File: src/rtl/cpu_bus_pkg.sv
// Shared types and default timing for the 68000-style CPU bus controller.
package cpu_bus_pkg;

   localparam int unsigned E_DIV_DEF   = 10;
   localparam int unsigned E_HIGH_DEF  = 4;
   localparam int unsigned TIMEOUT_DEF = 255;

   typedef enum logic [2:0] {
      StIdle,
      StMem,
      StEwait,
      StEcyc,
      StHold,
      StErr
   } state_e;

   function automatic logic [1:0] strobe_be(input logic uds_n, input logic lds_n);
      return {~uds_n, ~lds_n};
   endfunction

endpackage

File: src/rtl/cpu_bus_ctrl_if.sv
// CPU strobes plus memory-side request/response, bundled for the bus controller.
interface cpu_bus_ctrl_if #(
   parameter int unsigned ADDR_W = 23,
   parameter int unsigned DATA_W = 16
);
   logic                as_n;
   logic                uds_n;
   logic                lds_n;
   logic                rw_n;
   logic [ADDR_W:1]     addr;
   logic                periph_sel;
   logic [15:0]         cpu_dout;
   logic [15:0]         cpu_din;
   logic                dtack_n;
   logic                berr_n;
   logic                vma_n;
   logic                mem_req;
   logic                mem_we;
   logic                mem_periph;
   logic [DATA_W/8-1:0] mem_be;
   logic [ADDR_W:1]     mem_addr;
   logic [DATA_W-1:0]   mem_wdata;
   logic [DATA_W-1:0]   mem_rdata;
   logic                mem_ack;

   modport master (
      output as_n, uds_n, lds_n, rw_n, addr, periph_sel, cpu_dout, mem_rdata, mem_ack,
      input  cpu_din, dtack_n, berr_n, vma_n, mem_req, mem_we, mem_periph, mem_be, mem_addr,
             mem_wdata
   );

   modport slave (
      input  as_n, uds_n, lds_n, rw_n, addr, periph_sel, cpu_dout, mem_rdata, mem_ack,
      output cpu_din, dtack_n, berr_n, vma_n, mem_req, mem_we, mem_periph, mem_be, mem_addr,
             mem_wdata
   );

endinterface

File: src/rtl/cpu_e_clock.sv
// 6800-style E clock derived from the CPU phi1 enable: low for E_DIV-E_HIGH ticks, then high.
module cpu_e_clock
   import cpu_bus_pkg::*;
#(
   parameter int unsigned E_DIV  = E_DIV_DEF,
   parameter int unsigned E_HIGH = E_HIGH_DEF
) (
   input  logic                     clk,
   input  logic                     reset,
   input  logic                     cpu_en_p,
   output logic [$clog2(E_DIV)-1:0] count,
   output logic                     e,
   output logic                     e_rising,
   output logic                     e_falling
);

   localparam int unsigned CntW = $clog2(E_DIV);
   localparam logic [CntW-1:0] HighStart = CntW'(E_DIV - E_HIGH);
   localparam logic [CntW-1:0] Last      = CntW'(E_DIV - 1);

   logic [CntW-1:0] cnt_q, cnt_d;
   logic            rise_q, rise_d;
   logic            fall_q, fall_d;

   always_comb begin
      cnt_d  = cnt_q;
      rise_d = 1'b0;
      fall_d = 1'b0;
      if (cpu_en_p) begin
         if (cnt_q == Last) begin
            cnt_d  = '0;
            fall_d = 1'b1;
         end else begin
            cnt_d = cnt_q + 1'b1;
         end
         rise_d = (cnt_d == HighStart);
      end
   end

   always_ff @(posedge clk) begin
      if (reset) begin
         cnt_q  <= '0;
         rise_q <= 1'b0;
         fall_q <= 1'b0;
      end else begin
         cnt_q  <= cnt_d;
         rise_q <= rise_d;
         fall_q <= fall_d;
      end
   end

   assign count     = cnt_q;
   assign e         = (cnt_q >= HighStart);
   assign e_rising  = rise_q;
   assign e_falling = fall_q;

endmodule

File: src/rtl/cpu_bus_ctrl.sv
// Bridges 68000 async bus cycles to a single-request memory port, with 6800 E-cycle
// peripheral access and a bus-error timeout.
module cpu_bus_ctrl
   import cpu_bus_pkg::*;
#(
   parameter int unsigned ADDR_W  = 23,
   parameter int unsigned DATA_W  = 16,
   parameter int unsigned E_DIV   = E_DIV_DEF,
   parameter int unsigned E_HIGH  = E_HIGH_DEF,
   parameter int unsigned TIMEOUT = TIMEOUT_DEF
) (
   input  logic                     clk,
   input  logic                     reset,
   input  logic                     cpu_en_p,
   cpu_bus_ctrl_if.slave            bus,
   output logic                     e,
   output logic                     e_rising,
   output logic                     e_falling,
   output logic [$clog2(E_DIV)-1:0] e_count
);

   localparam int unsigned BeW = DATA_W / 8;
   localparam int unsigned ToW = (TIMEOUT > 0) ? $clog2(TIMEOUT + 1) : 1;

   state_e          state_q, state_d;
   logic [ToW-1:0]  to_q, to_d, to_inc;
   logic            to_hit, start, abort;
   logic            dtack_n_q, dtack_n_d, berr_n_q, berr_n_d, vma_n_q, vma_n_d;
   logic            req_q, req_d, we_q, we_d, periph_q, periph_d;
   logic [BeW-1:0]  be_q, be_d, start_be;
   logic [ADDR_W:1] addr_q, addr_d;
   logic [15:0]     wdata_q, wdata_d, din_q, din_d, rdata_half;
   logic [1:0]      strb;

   cpu_e_clock #(
      .E_DIV (E_DIV),
      .E_HIGH(E_HIGH)
   ) u_e_clock (
      .clk      (clk),
      .reset    (reset),
      .cpu_en_p (cpu_en_p),
      .count    (e_count),
      .e        (e),
      .e_rising (e_rising),
      .e_falling(e_falling)
   );

   assign strb = strobe_be(bus.uds_n, bus.lds_n);

   // 32-bit memory is big-endian: addr[1]=0 selects the upper half-word.
   if (DATA_W == 32) begin : g_w32
      assign start_be      = bus.addr[1] ? {2'b00, strb} : {strb, 2'b00};
      assign rdata_half    = addr_q[1] ? bus.mem_rdata[15:0] : bus.mem_rdata[31:16];
      assign bus.mem_wdata = {wdata_q, wdata_q};
   end else begin : g_w16
      assign start_be      = strb;
      assign rdata_half    = bus.mem_rdata[15:0];
      assign bus.mem_wdata = wdata_q;
   end

   assign start  = cpu_en_p && !bus.as_n && (!bus.uds_n || !bus.lds_n);
   assign abort  = cpu_en_p && bus.as_n;
   assign to_inc = to_q + 1'b1;
   assign to_hit = (TIMEOUT != 0) && cpu_en_p && (to_inc == ToW'(TIMEOUT));

   always_comb begin
      state_d   = state_q;
      to_d      = to_q;
      dtack_n_d = dtack_n_q;
      berr_n_d  = berr_n_q;
      vma_n_d   = vma_n_q;
      req_d     = req_q;
      we_d      = we_q;
      periph_d  = periph_q;
      be_d      = be_q;
      addr_d    = addr_q;
      wdata_d   = wdata_q;
      din_d     = din_q;

      if ((state_q == StMem || state_q == StEwait || state_q == StEcyc) &&
          cpu_en_p && (TIMEOUT != 0)) begin
         to_d = to_inc;
      end

      unique case (state_q)
         StIdle: begin
            if (start) begin
               state_d  = bus.periph_sel ? StEwait : StMem;
               req_d    = !bus.periph_sel;
               we_d     = !bus.rw_n;
               periph_d = bus.periph_sel;
               be_d     = start_be;
               addr_d   = bus.addr;
               wdata_d  = bus.cpu_dout;
               to_d     = '0;
            end
         end
         StMem: begin
            if (abort) begin
               state_d = StIdle;
               req_d   = 1'b0;
            end else if (bus.mem_ack) begin
               state_d   = StHold;
               req_d     = 1'b0;
               dtack_n_d = 1'b0;
               din_d     = rdata_half;
            end else if (to_hit) begin
               state_d  = StErr;
               req_d    = 1'b0;
               berr_n_d = 1'b0;
            end
         end
         StEwait: begin
            if (abort) begin
               state_d = StIdle;
            end else if (e_rising) begin
               state_d = StEcyc;
               vma_n_d = 1'b0;
               req_d   = 1'b1;
            end else if (to_hit) begin
               state_d  = StErr;
               berr_n_d = 1'b0;
            end
         end
         StEcyc: begin
            if (abort) begin
               state_d = StIdle;
               req_d   = 1'b0;
               vma_n_d = 1'b1;
            end else begin
               if (bus.mem_ack) req_d = 1'b0;
               // Data is taken at E fall whether or not the peripheral acknowledged.
               if (e_falling) begin
                  state_d   = StHold;
                  req_d     = 1'b0;
                  vma_n_d   = 1'b1;
                  dtack_n_d = 1'b0;
                  din_d     = rdata_half;
               end else if (to_hit && !bus.mem_ack) begin
                  state_d  = StErr;
                  req_d    = 1'b0;
                  vma_n_d  = 1'b1;
                  berr_n_d = 1'b0;
               end
            end
         end
         StHold, StErr: begin
            if (abort) begin
               state_d   = StIdle;
               dtack_n_d = 1'b1;
               berr_n_d  = 1'b1;
            end
         end
         default: state_d = StIdle;
      endcase
   end

   always_ff @(posedge clk) begin
      if (reset) begin
         state_q   <= StIdle;
         to_q      <= '0;
         dtack_n_q <= 1'b1;
         berr_n_q  <= 1'b1;
         vma_n_q   <= 1'b1;
         req_q     <= 1'b0;
         we_q      <= 1'b0;
         periph_q  <= 1'b0;
         be_q      <= '0;
         addr_q    <= '0;
         wdata_q   <= '0;
         din_q     <= '0;
      end else begin
         state_q   <= state_d;
         to_q      <= to_d;
         dtack_n_q <= dtack_n_d;
         berr_n_q  <= berr_n_d;
         vma_n_q   <= vma_n_d;
         req_q     <= req_d;
         we_q      <= we_d;
         periph_q  <= periph_d;
         be_q      <= be_d;
         addr_q    <= addr_d;
         wdata_q   <= wdata_d;
         din_q     <= din_d;
      end
   end

   assign bus.dtack_n    = dtack_n_q;
   assign bus.berr_n     = berr_n_q;
   assign bus.vma_n      = vma_n_q;
   assign bus.mem_req    = req_q;
   assign bus.mem_we     = we_q;
   assign bus.mem_periph = periph_q;
   assign bus.mem_be     = be_q;
   assign bus.mem_addr   = addr_q;
   assign bus.cpu_din    = din_q;

endmodule

File: src/flat_wrapper.sv
// flat-port wrapper written by rule: the top's interface ports become plain ports
module cpu_bus_ctrl_flat import cpu_bus_pkg::*;
#(
   parameter int unsigned ADDR_W  = 23,
   parameter int unsigned DATA_W  = 16,
   parameter int unsigned E_DIV   = E_DIV_DEF,
   parameter int unsigned E_HIGH  = E_HIGH_DEF,
   parameter int unsigned TIMEOUT = TIMEOUT_DEF
)
  (clk, reset, cpu_en_p, e, e_rising, e_falling, e_count, bus_as_n, bus_uds_n, bus_lds_n, bus_rw_n, bus_addr, bus_periph_sel, bus_cpu_dout, bus_mem_rdata, bus_mem_ack, bus_cpu_din, bus_dtack_n, bus_berr_n, bus_vma_n, bus_mem_req, bus_mem_we, bus_mem_periph, bus_mem_be, bus_mem_addr, bus_mem_wdata);
  cpu_bus_ctrl_if #(.ADDR_W(ADDR_W), .DATA_W(DATA_W)) bus_i ();
  input  logic clk;
  input  logic reset;
  input  logic cpu_en_p;
  output logic e;
  output logic e_rising;
  output logic e_falling;
  output logic [$clog2(E_DIV)-1:0] e_count;
  input wire logic [$bits(bus_i.as_n)-1:0] bus_as_n;
  input wire logic [$bits(bus_i.uds_n)-1:0] bus_uds_n;
  input wire logic [$bits(bus_i.lds_n)-1:0] bus_lds_n;
  input wire logic [$bits(bus_i.rw_n)-1:0] bus_rw_n;
  input wire logic [$bits(bus_i.addr)-1:0] bus_addr;
  input wire logic [$bits(bus_i.periph_sel)-1:0] bus_periph_sel;
  input wire logic [$bits(bus_i.cpu_dout)-1:0] bus_cpu_dout;
  input wire logic [$bits(bus_i.mem_rdata)-1:0] bus_mem_rdata;
  input wire logic [$bits(bus_i.mem_ack)-1:0] bus_mem_ack;
  output wire logic [$bits(bus_i.cpu_din)-1:0] bus_cpu_din;
  output wire logic [$bits(bus_i.dtack_n)-1:0] bus_dtack_n;
  output wire logic [$bits(bus_i.berr_n)-1:0] bus_berr_n;
  output wire logic [$bits(bus_i.vma_n)-1:0] bus_vma_n;
  output wire logic [$bits(bus_i.mem_req)-1:0] bus_mem_req;
  output wire logic [$bits(bus_i.mem_we)-1:0] bus_mem_we;
  output wire logic [$bits(bus_i.mem_periph)-1:0] bus_mem_periph;
  output wire logic [$bits(bus_i.mem_be)-1:0] bus_mem_be;
  output wire logic [$bits(bus_i.mem_addr)-1:0] bus_mem_addr;
  output wire logic [$bits(bus_i.mem_wdata)-1:0] bus_mem_wdata;
  assign bus_i.as_n = bus_as_n;
  assign bus_i.uds_n = bus_uds_n;
  assign bus_i.lds_n = bus_lds_n;
  assign bus_i.rw_n = bus_rw_n;
  assign bus_i.addr = bus_addr;
  assign bus_i.periph_sel = bus_periph_sel;
  assign bus_i.cpu_dout = bus_cpu_dout;
  assign bus_i.mem_rdata = bus_mem_rdata;
  assign bus_i.mem_ack = bus_mem_ack;
  assign bus_cpu_din = bus_i.cpu_din;
  assign bus_dtack_n = bus_i.dtack_n;
  assign bus_berr_n = bus_i.berr_n;
  assign bus_vma_n = bus_i.vma_n;
  assign bus_mem_req = bus_i.mem_req;
  assign bus_mem_we = bus_i.mem_we;
  assign bus_mem_periph = bus_i.mem_periph;
  assign bus_mem_be = bus_i.mem_be;
  assign bus_mem_addr = bus_i.mem_addr;
  assign bus_mem_wdata = bus_i.mem_wdata;
  cpu_bus_ctrl #(.ADDR_W(ADDR_W), .DATA_W(DATA_W), .E_DIV(E_DIV), .E_HIGH(E_HIGH), .TIMEOUT(TIMEOUT)) u_core (.clk(clk), .reset(reset), .cpu_en_p(cpu_en_p), .bus(bus_i), .e(e), .e_rising(e_rising), .e_falling(e_falling), .e_count(e_count));
endmodule
File: config.mk
export PLATFORM = sky130hd
export DESIGN_NAME = cpu_bus_ctrl_flat
export DESIGN_NICKNAME = d
export VERILOG_FILES = /design/src/rtl/cpu_bus_pkg.sv /design/src/rtl/cpu_bus_ctrl_if.sv /design/src/rtl/cpu_e_clock.sv /design/src/rtl/cpu_bus_ctrl.sv /design/src/flat_wrapper.sv
export SDC_FILE = /design/constraint.sdc
export NUM_CORES = 1
export LEC_CHECK = 0
export ABC_CLOCK_PERIOD_IN_PS = 2680
export CAP_MARGIN = 10
export CORE_MARGIN = 2
export CORE_UTILIZATION = 42
export CTS_CLUSTER_DIAMETER = 150
export DETAILED_ROUTE_END_ITERATION = 16
export PLACE_DENSITY = 0.84
export SETUP_SLACK_MARGIN = 0.4
export SLEW_MARGIN = 0
export SYNTH_ARGS = -nofsm -noshare
export SYNTH_HDL_FRONTEND = slang
export SYNTH_SLANG_ARGS = --single-unit
export TNS_END_PERCENT = 5
File: constraint.sdc
create_clock -name clk -period 2.68 [get_ports clk]
set_clock_uncertainty 0.2 [all_clocks]
set_input_delay 0.536 -clock clk [delete_from_list [all_inputs] [get_ports clk]]
set_output_delay 0.536 -clock clk [all_outputs]
set_load 0.005 [all_outputs]
# Word level (Yosys, flattened, before mapping)
# Index checks and enable logic that the tools add are counted.
[totals]
out_inout_bits = 70
inputBits = 64
reg_bits = 80
[op_classes]
n_bitwise = 3
n_lt_le_gt_ge = 1
n_reduce_logical = 30
n_mux = 54
eq_ne = 23
n_addsub = 2
[op_table]
columns = ["op", "n"]
rows = [
  ["16-bit two-way mux", 4],
  ["16-bit case mux with 2 select lines", 1],
  ["3-bit two-way mux", 10],
  ["1-bit two-way mux", 28],
  ["8-bit two-way mux", 3],
  ["2-bit != test, second input constant", 10],
  ["3-bit case mux with 5 select lines", 1],
  ["6-bit AND reduction", 2],
  ["9-bit AND reduction", 1],
  ["8-bit by 1-bit adder with 8-bit output, second input constant", 1],
  ["8-bit == test, second input constant", 1],
  ["4-bit two-way mux", 2],
  ["1-bit case mux with 4 select lines", 2],
  ["4-bit nonzero test", 2],
  ["3-bit by 2-bit == test with 1-bit output, second input constant", 2],
  ["3-bit == test, second input constant", 2],
  ["1-bit logical AND", 6],
  ["1-bit zero test", 6],
  ["5-bit by 4-bit != test with 1-bit output, second input constant", 1],
  ["5-bit AND reduction", 1],
  ["4-bit by 1-bit adder with 4-bit output, second input constant", 1],
  ["4-bit by 3-bit == test with 1-bit output, second input constant", 1],
  ["4-bit == test, second input constant", 1],
  ["4-bit by 3-bit greater-or-equal comparator with 1-bit output, second input constant", 1],
  ["other kinds (16)", 23],
]

# Longest topological paths before layout
[logic_depth]
word_depth = 8
depth_mapped = 8
depth_no_buf = 7

# Hierarchy
# A second synthesis with hierarchy kept.
[unflattened]
cells_unflattened = 402
area_unflattened_um2 = 3345.7
[by_module_without_submodules]
columns = ["mod", "seq_area_each_um2", "n_inst", "cells_each", "area_each_um2"]
rows = [
  ["cpu_bus_ctrl", 1481.4, 1, 377, 3093.0],
  ["cpu_e_clock", 120.1, 1, 25, 252.7],
]

# Worst setup path after synthesis
# Ideal clock, no wire load.
[synth_path]
kind = "input-to-reg"
startpoint = "input port cpu_en_p"
endpoint = "register u_core.din_q[10] (netlist: u_core.bus.cpu_din[10])"
cell_stages = 7
setup_slack_ns = 0.570
path_buffers = 2
arrival_time_ns = 1.783
setup_time_ns = 0.128
cell_sequence = "buf_4 -> nand2_2 -> nand3_1 -> a21oi_2 -> buf_4 -> mux2i_1 -> nor2_1"
[synth_between]
elab_chain_len = 3
elab_cells_between_ends = 4
classes_between = "2 x eq/ne; 2 x reduce/logical"
[synth_rtl]
columns = ["item", "line", "rtl"]
rows = [
  ["start, declared", "flat_wrapper.sv:14", "input logic cpu_en_p;"],
  ["1-bit logical AND (*)", "cpu_bus_ctrl.sv:62", "assign abort = cpu_en_p && bus.as_n;"],
  ["2-bit != test (no source line)", "-", ""],
  ["5-bit AND reduction (no source line) (*)", "-", ""],
  ["end signal, assigned", "cpu_bus_ctrl.sv:184", "din_q <= din_d;"],
  ["end, declared", "cpu_bus_ctrl.sv:32", "logic [15:0] wdata_q, wdata_d, din_q, din_d, rdata_half;"],
]
# Mark *: on every way between the ends. The rest lies on a longest branch, timed or not.
# A chain may end at the register's enable or synchronous reset.

# Final worst setup path
[layout_path]
startpoint = "register u_core.to_q[1]"
endpoint = "register u_core.berr_n_q (netlist: u_core.bus.berr_n)"
[layout_between]
elab_chain_len = 7
elab_cells_between_ends = 12
classes_between = "1 x add/sub; 2 x eq/ne; 6 x mux; 3 x reduce/logical"
[layout_rtl]
columns = ["item", "line", "rtl"]
rows = [
  ["start, declared", "cpu_bus_ctrl.sv:26", "logic [ToW-1:0] to_q, to_d, to_inc;"],
  ["start signal, assigned", "cpu_bus_ctrl.sv:174", "to_q <= to_d;"],
  ["8-bit by 1-bit adder with 8-bit output (*)", "cpu_bus_ctrl.sv:63", "assign to_inc = to_q + 1'b1;"],
  ["8-bit == test (*)", "cpu_bus_ctrl.sv:64", "assign to_hit = (TIMEOUT != 0) && cpu_en_p && (to_inc == ToW'(TIMEOUT));"],
  ["1-bit logical AND (*)", "cpu_bus_ctrl.sv:64", ""],
  ["1-bit two-way mux", "-", ""],
  ["1-bit two-way mux, on equally long branches (2 in series)", "-", ""],
  ["1-bit case mux with 4 select lines", "-", ""],
  ["end signal, assigned", "cpu_bus_ctrl.sv:176", "berr_n_q <= berr_n_d;"],
  ["end, declared", "cpu_bus_ctrl.sv:28", "logic dtack_n_q, dtack_n_d, berr_n_q, berr_n_d, vma_n_q, vma_n_d;"],
]
# Mark *: on every way between the ends. The rest lies on a longest branch, timed or not. The select of a mux whose other input is x is not followed.

==> qor.txt <==
wire length per cell: 13.2 um
Worst EP required: 2710 ps
Unique masters post-synth: 43
CTS max path bufs: 2
sw frac: 22.7%
Static Leak: 0.00174 uW
CP Launch Type: flop
Crit Path Class: reg2reg
Total Nets Final: 581
EDFF count, synth: 0
RSZ-0062 raised after global routing: true
worst-skew pair later-pin latency: 330 ps
fill count: 624
DR WL met2: 4050 um
worst slack, placed: 4.68 ps
DRT met1 WL: 3350 um
worst path arrival time: 2220 ps
worst hold path type: reg2reg
sequential share of power: 49.3%
CTS tree: built
Yosys reg bits: 80
largest area contributor in the netlist: dfxtp_1
drt pass-1 iters: 4
MaxCap Viol Count: 0
metal3 WL: 662 um
Post-Syn Nets: 450
result of the run: finished clean
WL final: 8170 um
Post-DP HPWL: 6130 um
DRC Markers: 0
layout cells sized above 1: 6.94%
Via-to-Cell Ratio: 5.05
Period Utilization, post-route: 81.9%
Worst setup EP type: flop
Yosys warning count: 0
top cells by area, synth: dfxtp_1 (50%), nand2_1 (11%), a21oi_1 (7.4%), mux2i_1 (5.3%), nor2_1 (4.7%)
worst r2r dst: u_core.bus.berr_n
H-Tree Depth: 3
f_max: 456 MHz
CTS Buf Count: 9
grt total ovfl: 0
row count: 31
Top Metal Used: met4
Post-Syn Area per Cell: 8.32 sq um
slew margin rel.: 58.4%
Synth top area share: 50.2%
highest net fanout along the worst path: 6
Ports: 134
vias: 3119
Final Hold Vio Count: 0
largest net degree at the start of global routing: 36
antenna viol nets, final: 0
r2r startpoint: u_core.to_q[1]
setup_tns: 0 ps
Placer Congestion: 0.872
hold buffers post-CTS: 0
Worst Tran Pin Value: 616 ps
Die Y: 91.2 um
clock root buffer: clkbuf_8
post-synthesis sequential area ratio: 50.2%
CTS sink cnt: 80
die area: 8320 sq um
IO buf count: 133
Clock power frac: 37.6%
count leader, synth: nand2_1
first-pass GRT wire length: 13800 um
final core occ: 66.8%
core area: 7290 sq um
VDD IR max: 318 uV
initial core utilization: 43.8%
PnR worst setup slack: 485 ps
WHS Path Cells: 2
vias in the first global route: 3091
Top FF cell, synth: dfxtp_1
hold path endpoint: u_core.bus.mem_wdata[14]
FF-to-FF path depth: 6
R2R setup slack: 490 ps
cell area after technology mapping: 3190 sq um
area taken by flip-flops and latches: 1600 sq um
Final min period: 2190 ps
Die W: 91.2 um
initial antenna violation count: 0
area growth from synthesis to layout: 52.7%
drt initial violations: 243
multi-input logic area: 1480 sq um
Post-CTS Setup Bufs: 0
Tot GR Track Use: 20.1%
hold path start: u_core.bus.mem_wdata[14]
Pwr Density: 524 nW/um^2
net load switching power: 581 uW
Gate Count Post-Synth: 384
Int Power: 1980 uW
Slew Viols, Final: 0
ys async rst share: 0%
Synth top cells by count: nand2_1 (94), dfxtp_1 (80), a21oi_1 (47), nor2_1 (40), mux2i_1 (17)
Logic pwr share: 13.1%
number of diodes: 0
Finish-stage setup viols: 0
Clk pin slew, worst setup/hold paths: 80 ps
## cell usage in the layout, fill, tap and decap left out, types with 7 or more instances in the layout
cell	count
clkdlybuf4s50_1	131
nand2_1	94
dfxtp_1	78
a21oi_1	47
nor2_1	40
mux2i_1	17
clkbuf_8	10
buf_4	8
inv_1	7
o21ai_0	7
## worst max path at each step
stage	end	from	depth (start not counted)	slack, ps
4_1_cts	u_core.bus.vma_n	u_core.to_q[0]	7	400
5_1_grt	u_core.bus.berr_n	u_core.to_q[1]	6	400
3_3_place_gp	u_core.bus.berr_n	cpu_en_p	6	90
2_1_floorplan	u_core.bus.cpu_din[10]	cpu_en_p	7	570
3_5_place_dp	u_core.bus.berr_n	cpu_en_p	6	5
6_report	u_core.bus.berr_n	u_core.to_q[1]	6	490
## flip-flops by register name, summed over array words and instances, names as in the netlist, 2 cells and up
name,flops
u_core.u_e_clock.count,4
u_core.bus.mem_wdata,16
u_core.bus.cpu_din,16
u_core.to_q,8
u_core.state_q,3
u_core.bus.mem_be,2
u_core.bus.mem_addr,23
## cell type report
class                           count  area share [%]
Sequential cell                    80            32.9
Multi-Input combinational cell    274            30.3
Timing Repair Buffer              143            29.2
Clock buffer                       10            2.82
Tap cell                           99            2.54
Clock inverter                      5            1.67
Inverter                            7           0.539
## power groups by stage
stage	registers, uW	clock network, uW	logic (uW)
finish	1260	960	335
global route	1270	1040	367
CTS	1260	988	339
detailed placement	1290	0	337
global placement	1290	0	330
floorplan	1290	0	128
## critical path: stages (launching register included)
cell and delay (ps):
dfxtp_1 420, ha_2 280, xnor2_1 110, nor4_4 360, nand2_2 120, a2111o_1 410, a21bo_1 190
## per-layer routing
metal	vias up	global-route usage, %
met2	128	34.8
li1	1549	-
met3	12	7.05
met4	0	5.81
met1	1430	23.5
met5	-	0
## metrics by stage
step | std cells | hold slack [ps] | total power, uW | instance area, sq um
after detailed placement | 603 | 246 | 1630 | 4640
after global placement | 603 | 241 | 1620 | 4640
after global routing | 618 | 272 | 2680 | 4870
after floorplan | 384 | 249 | 1410 | 3190
final | 618 | 254 | 2560 | 4870
after CTS | 618 | 257 | 2590 | 4860
## cell families (layout without fill, tap and decap cells)
logic type                 count (synthesis)  after routing  share of synthesized area, %
buffers and inverters                     30            165                          4.15
and+or+nand+nor                          170            170                          22.9
xor gates and xnor gates                  10             10                          2.74
muxes                                     17             17                          5.33
DFF                                       80             80                          50.2
adders and majority gates                  2              2                         0.784
AOI/OAI and AO/OA                         75             75                          14.0
## what timing repair did
action	in CTS	in global routing
pin swaps	2	0
gates resized for setup	2	4
setup endpoints to repair	2	5
No activity file was read; power rests on OpenSTA's default activity.
